**config.mk**
```make
export PLATFORM = sky130hd
export DESIGN_NAME = mem_stage
export DESIGN_NICKNAME = d
export VERILOG_FILES = /design/src/rtl/mem_stage.sv
export SDC_FILE = /design/constraint.sdc
export NUM_CORES = 1
export LEC_CHECK = 0
export CORE_AREA = 4 4 192 194
export DETAILED_ROUTE_END_ITERATION = 10
export DIE_AREA = 0 0 196 198
export GPL_TIMING_DRIVEN = 0
export HOLD_SLACK_MARGIN = 0.08
export PLACE_DENSITY = 0.44
export SLEW_MARGIN = 5
export SYNTH_ARGS = -nofsm -noshare
export SYNTH_HDL_FRONTEND = slang
export SYNTH_SLANG_ARGS = --single-unit
```
**constraint.sdc**
```tcl
create_clock -name clk -period 1.6 [get_ports clk]
set_input_delay 0.16 -clock clk [delete_from_list [all_inputs] [get_ports clk]]
set_output_delay 0.16 -clock clk [all_outputs]
set_load 0.02 [all_outputs]
```
**src/rtl/mem_stage.sv**
```systemverilog
// mem_stage: memory-access pipeline stage driving an SRAM-like data port.
// Optional feature: define MEM_ALIGN_CHECK_EN to raise adel/ades on misaligned
// accesses instead of issuing them.
module mem_stage (
    input  logic         clk,
    input  logic         reset,
    input  logic         MEM_valid,
    input  logic [166:0] EXE_MEM_bus_r,
    input  logic         MEM_allow_out,
    output logic         MEM_over,
    output logic [159:0] MEM_WB_bus,
    output logic [4:0]   MEM_wdest,
    output logic [31:0]  MEM_result_quick_get,
    output logic         MEM_quick_en,
    output logic [31:0]  MEM_pc,
    output logic         data_req,
    output logic         data_wr,
    output logic [1:0]   data_size,
    output logic [31:0]  data_addr,
    output logic [31:0]  data_wdata,
    input  logic         data_addr_ok,
    input  logic         data_data_ok,
    input  logic [31:0]  data_rdata
);
    localparam logic [1:0] IDLE = 2'd0, REQ = 2'd1, WAIT = 2'd2, DONE = 2'd3;

    logic [5:0]  mem_control, hilo_ctl, exc_bits;
    logic [31:0] store_data, exe_result, lo_result, pc;
    logic        data_related_en, is_ds;
    logic [7:0]  cp0r_addr;
    logic [1:0]  halfword;
    logic [3:0]  rf_wen;
    logic [4:0]  rf_wdest;
    logic        load, store, sign_ext, misaligned, adel, ades, capture, unused;
    logic [1:0]  size, state_q, state_d;
    logic [31:0] load_q, load_d, bad_vaddr, load_value, mem_result;
    logic [7:0]  lane_byte;
    logic [15:0] lane_half;

    assign {mem_control, store_data, data_related_en, exe_result, lo_result, hilo_ctl,
            cp0r_addr, exc_bits, is_ds, halfword, rf_wen, rf_wdest, pc} = EXE_MEM_bus_r;
    assign unused = ^{halfword, mem_control[0]};

    assign load     = mem_control[5];
    assign store    = mem_control[4];
    assign size     = mem_control[3:2];
    assign sign_ext = mem_control[1];

`ifdef MEM_ALIGN_CHECK_EN
    assign misaligned = (load | store) & ((size == 2'b01) ? exe_result[0] : (size[1] & |exe_result[1:0]));
`else
    assign misaligned = 1'b0;
`endif
    assign adel      = misaligned & load;
    assign ades      = misaligned & store;
    assign bad_vaddr = misaligned ? exe_result : 32'd0;

    // Aligned accesses go through REQ/WAIT; anything else finishes after one cycle
    always_comb begin
        state_d = state_q;
        case (state_q)
            IDLE:    if (MEM_valid) state_d = ((load | store) & ~misaligned) ? REQ : DONE;
            REQ:     if (data_addr_ok) state_d = data_data_ok ? DONE : WAIT;
            WAIT:    if (data_data_ok) state_d = DONE;
            default: if (MEM_allow_out) state_d = IDLE;
        endcase
    end

    // Responses only count once the request has been accepted
    assign capture = ((state_q == REQ) & data_addr_ok | (state_q == WAIT)) & data_data_ok;
    assign load_d  = capture ? data_rdata : load_q;

    // State and captured read data; reset also abandons an in-flight access
    always_ff @(posedge clk) begin
        if (reset) begin
            state_q <= IDLE;
            load_q  <= 32'd0;
        end else begin
            state_q <= state_d;
            load_q  <= load_d;
        end
    end

    assign lane_byte  = load_q[{exe_result[1:0], 3'b000} +: 8];
    assign lane_half  = exe_result[1] ? load_q[31:16] : load_q[15:0];
    assign load_value = (size == 2'b00) ? {{24{sign_ext & lane_byte[7]}}, lane_byte} :
                        (size == 2'b01) ? {{16{sign_ext & lane_half[15]}}, lane_half} : load_q;
    assign mem_result = load ? load_value : exe_result;

    assign data_req   = state_q == REQ;
    assign data_wr    = store;
    assign data_size  = size;
    assign data_addr  = exe_result;
    assign data_wdata = (size == 2'b00) ? {4{store_data[7:0]}} :
                        (size == 2'b01) ? {2{store_data[15:0]}} : store_data;

    assign MEM_over             = (state_q == DONE) & MEM_valid;
    assign MEM_wdest            = rf_wdest & {5{MEM_valid}};
    assign MEM_result_quick_get = mem_result;
    assign MEM_quick_en         = MEM_valid & data_related_en & (~load | (state_q == DONE));
    assign MEM_pc               = pc;
    assign MEM_WB_bus           = {rf_wen, rf_wdest, mem_result, lo_result, hilo_ctl, cp0r_addr,
                                   exc_bits, adel, ades, is_ds, pc, bad_vaddr};
endmodule

```
After elaboration in Yosys (flattened, before gate mapping)
Cells that the tools add are included.

operators by class
  add/sub/neg operators = 0
  $mul = 0
  divide/modulo/power cells = 0
  order comparisons = 0
  equality and inequality tests = 7
  shift-type cells = 1
  multiplexer cells = 13
  bitwise logic cells = 12
  reduce and logical (&&, ||, !) cells = 4

operators with widths
  cell                                           count
  two-way mux 32 bit                             5
  indexed part select 32 x 6 -> 8 bit            1
  two-way mux 16 bit                             1
  two-way mux 2 bit                              5
  AND 1 bit                                      7
  one-hot mux 2 bit (3 select lines)             1
  AND 5 bit                                      1
  == test 2 x 1 -> 1 bit, second input constant  2
  == test 2 bit, second input constant           2
  zero test 2 bit                                2
  != test 2 bit, second input constant           2
  AND reduction 4 bit                            1
  nonzero test 4 bit                             1
  OR 1 bit                                       3
  != test 2 x 1 -> 1 bit, second input constant  1
  two-way mux 1 bit                              1
  inverter 1 bit                                 1

storage, ports and cells
  flip-flop bits (word level) = 34
  latch bits = 0
  memory bits (writable) = 0
  memory bits (read-only) = 0
  input bits = 205
  logic and storage cells = 39
  memories = 0

Longest topological paths before layout
  depth after elaboration = 5
  depth in mapped cells = 8
  mapped depth without buffers = 6

Least setup slack after synthesis
No wires, ideal clock.

  path type = in2out
  start = input port EXE_MEM_bus_r[97]
  end = output port MEM_result_quick_get[7]
  arrival = 1707 ps
  data required time = 1440 ps
  slack = -267 ps
  stages = 7
  path buffers = 3
  path through = clkbuf_8 -> buf_2 -> nor4b_1 -> a31oi_1 -> or2_2 -> a31oi_1 -> buf_4

on the way
  cells in the longest elaborated chain, start to end = 4
  elaborated cells between the ends (all ways) = 5

RTL lines
  element                                                                      RTL line  RTL
  from (decl)                                                                  8         input logic [166:0] EXE_MEM_bus_r,
  branches (longest 2 deep; another with indexed part select 32 x 6 -> 8 bit)  -
  two-way mux 32 bit (*)                                                       86        assign load_value = (size == 2'b00) ? {{24{sign_ext & lane_byte[7]}}, lane_byte} :
  two-way mux 32 bit (*)                                                       88        assign mem_result = load ? load_value : exe_result;
  to (decl)                                                                    13        output logic [31:0] MEM_result_quick_get,

Every way passes the cells marked *.

Worst setup path in the final report
  start = register load_q[31]
  end = output port MEM_result_quick_get[10]

on the way
  cells in the longest elaborated chain, start to end = 4

RTL lines
  element                              RTL line  RTL
  from (decl)                          36        logic [31:0] load_q, load_d, bad_vaddr, load_value, mem_result;
  from (signal assigned)               80        load_q <= load_d;
  indexed part select 32 x 6 -> 8 bit  84        assign lane_byte = load_q[{exe_result[1:0], 3'b000} +: 8];
  AND 1 bit                            86
  two-way mux 32 bit                   86
  two-way mux 32 bit                   88

Every way passes these cells.

==> impl_metrics.csv <==
group,metric,value,unit
clocking,clockBufferDepth,2,
finish,multi_input_area,0.00259,mm2
synth,synth-seq-cells,34,
floorplanning,die_h,198,um
finish,postLayoutCellArea,0.0103,mm2
synth,synth.top_cells.by_count,"235 x buf_4, 92 x nand2_1, 53 x a21oi_1",
finish,n_antenna_cell,0,
floorplanning,rows,69,
critical_path,required,1440,ps
floorplanning,die_area,0.0388,mm2
synth,synth_compound_area_share,12.9,%
clocking,cts_tree,"done",
critical_path,rr_worst_depth,6,
power,p_per_area,659,mW/mm2
clocking,numClockSinks,34,
placed_design,dp_hpwl,21.6,mm
power,vdd_drop_max,0.380,mV
floorplanning,start_util,12.7,%
sta,drv_slew,0,
routing,wl,25.5,mm
synth,yosys.area_share.simple,15.8,%
power,combPwrFrac,62.9,%
status,outcome,"finished, violations left",
status,violations,"setup timing",
routing,wl_per_cell,16.9,um
routing,drt_first_iter_violations,118,
power,p_switching,0.00260,W
finish,area_delta_synth_final,130,%
sta,setup_violations,55,
sta,slew_headroom,61.6,%
placed_design,gp_congestion,0.767,
power,p_leak,4.57,nW
critical_path,r2r-start,"state_q[1]",
synth,netlist.area_leader.share,39.6,%
global_route,grt_overflow,0,
critical_path,worstSetupPathType,"reg2out",
power,p_sw_share,38.5,%
routing,firstDrtPassIters,4,
placed_design,dpl_cell_area,0.00908,mm2
synth,yosysSeqAreaShare,15.3,%
synth,ys.flop_type,"dfxtp_1",
power,power,0.00676,W
hold_path,hold_start,"reset",
synth,yosysWarnings,0,
sta,max_freq,442,MHz
clocking,clk-insertion-delay-late,290,ps
sta,worst_pin_slew,576,ps
clocking,htree_levels,2,
finish,fill_cells,3777,
critical_path,crit_start,"load_q[31]",
critical_path,cp-endpoint,"MEM_result_quick_get[10]",
critical_path,critPathCaptureType,"output pin",
global_route,grt_use_total,12.0,%
finish,register_area,749,um2
critical_path,cp.arrival,2100,ps
global_route,grt_max_degree,13,
power,seq_power_share,17.9,%
synth,synth_top_family_by_area,"buffers and inverters",
synth,synth_top_area_cell,"buf_4",
sta,fin_crit_sh,141,%
synth,synthAdderAreaFrac,2.24,%
power,p_int,0.00416,W
floorplanning,die_x,196,um
synth,yosys.cell_count.top_type,"buf_4",
finish,final_nets,1259,
finish,fin_cells,1508,
hold_path,min_path_type,"in2reg",
power,clockPowerShare,19.2,%
clocking,cts.reportedPaths.clkPinSlew,60,ps
floorplanning,core,0.0352,mm2
run,maxCapViolations,0,
synth,synth-edff-count,0,
routing,drc_errors,0,
sta,finalCriticalPeriod,2260,ps
synth,syn_area_per_cell,7.37,um2
global_route,first_global_vias,5421,
placed_design,portBuffers,374,
synth,synth_mux_area_share,9.37,%
clocking,cts-root-buf,"clkbuf_16",
global_route,grt_pass1_wl,35.4,mm
sta,setup_ws,-660,ps
synth,synth_xor_area_share,0,%
critical_path,timing.rr.end,"state_q[1]",
synth,synth_cell_types,45,
finish,drive_gt1_share,46.9,%
critical_path,cp_max_fo,8,
clocking,numCtsBuffers,5,
synth,syn_inst,605,
synth,synth_area,0.00446,mm2
critical_path,ff2ff_setup_slack,20,ps
placed_design,dp.cells,1473,
global_route,antenna_found_initial,3,
clocking,cts_hold_buffers,0,
routing,via_count,5313,
routing,drtAntennaViolNets,0,
sta,finalClockSkew,5.25,ps
synth,synth_area_leaders,"buf_4 40%, dfxtp_1 15%, nand2_1 7.7%",
sta,rsz0062_at_grt,"true",
synth,synthArstFlopShare,0,%
routing,post_drt_via_cell_ratio,3.52,
sta,hold_viol,0,
floorplanning,io_pins,504,
critical_path,start_kind,"register",
-- placed cells by master (no fill, tap or decap), types with 5 or more instances in the layout --
cell type	count
and3_1	16
nand2_8	5
clkbuf_2	10
mux2i_1	14
a221oi_4	10
nor2_4	6
clkbuf_16	6
nor2_1	14
o21ai_0	8
buf_2	8
dfxtp_2	7
buf_6	81
dlygate4sd2_1	21
dfxtp_4	16
nand2_1	74
a21oi_1	50
dfxtp_1	11
buf_4	251
inv_1	5
and2_1	6
conb_1	34
ha_1	5
clkdlybuf4s15_2	5
mux2_2	16
nand2_4	12
clkdlybuf4s50_1	266
clkbuf_8	8
-- worst max-delay path, stage by stage (launching register included) --
cell      delay (ps)
dfxtp_4          350
mux4_2           470
a31o_4           340
a221oi_4         330
nor2_4            80
buf_6            120
buf_6            120
-- stage by stage --
step                util (%)  setup slack (ps)  hold slack, ps  TNS [ps]
finish                  29.1              -660             291    -17890
CTS                     28.2              -712             299    -18210
global placement        25.8             -2010             444   -132830
floorplan                  -             -59.2             288      -676
global route            29.1              -722             324    -22630
detailed placement      25.8             -2060             450   -134700
-- layer usage --
layer	wire (um)	GRT usage, %	vias to the layer above
met3	1820	3.03	18
li1	-	-	2619
met1	10000	14.6	2404
met2	13400	22.3	266
met5	41	0	-
met4	148	1.03	6
-- logic make-up (layout without fill, tap and decap cells) --
| kind of cell | count (synthesis) | after routing |
|---|---|---|
| AOI/OAI and AO/OA | 93 | 93 |
| adders and majority gates | 8 | 8 |
| buffers and inverters | 273 | 682 |
| DFF | 34 | 34 |
| muxes | 38 | 38 |
| other | 1 | 34 |
| and+or+nand+nor | 158 | 158 |
-- layout make-up --
type                    instances  share of cell area (%)
plain buffers                 264                    20.7
clock buffers                   5                    1.22
clock inverters                 3                   0.671
inverters                       7                   0.329
multi-input cells             331                    25.3
flip-flops and latches         34                    7.30
well taps                     461                    5.62
repair buffers                403                    38.9
-- worst min path at each step --
stage	endpoint	slack, ps	depth (start not counted)
after floorplan	load_q[31]	290	2
after global placement	load_q[4]	440	2
after detailed placement	load_q[4]	450	2
after CTS	load_q[1]	300	2
after global routing	load_q[1]	320	2
final	load_q[0]	290	2
-- state kept, by name (all words and copies together) (netlist names) --
| name | count |
|---|---|
| state_q | 2 |
| load_q | 32 |
-- what timing repair did --
action,in CTS,in global routing
cloned,1,1
pin swaps,19,22
hold endpoints to repair,0,0
setup buffers,17,10
endpoints found under the setup margin,135,106
gates resized for setup,536,99
-- power groups by stage --
stage / Sequential, W / Clock [W] / Combinational [W]
4_1_cts: 0.00121 / 0.00134 / 0.00408
3_3_place_gp: 0.00118 / 0 / 0.00369
2_1_floorplan: 0.00111 / 0 / 0.00216
5_1_grt: 0.00123 / 0.00137 / 0.00454
6_report: 0.00121 / 0.00130 / 0.00425
3_5_place_dp: 0.00119 / 0 / 0.00369
Note: power is estimated with default switching activity, not from simulation.
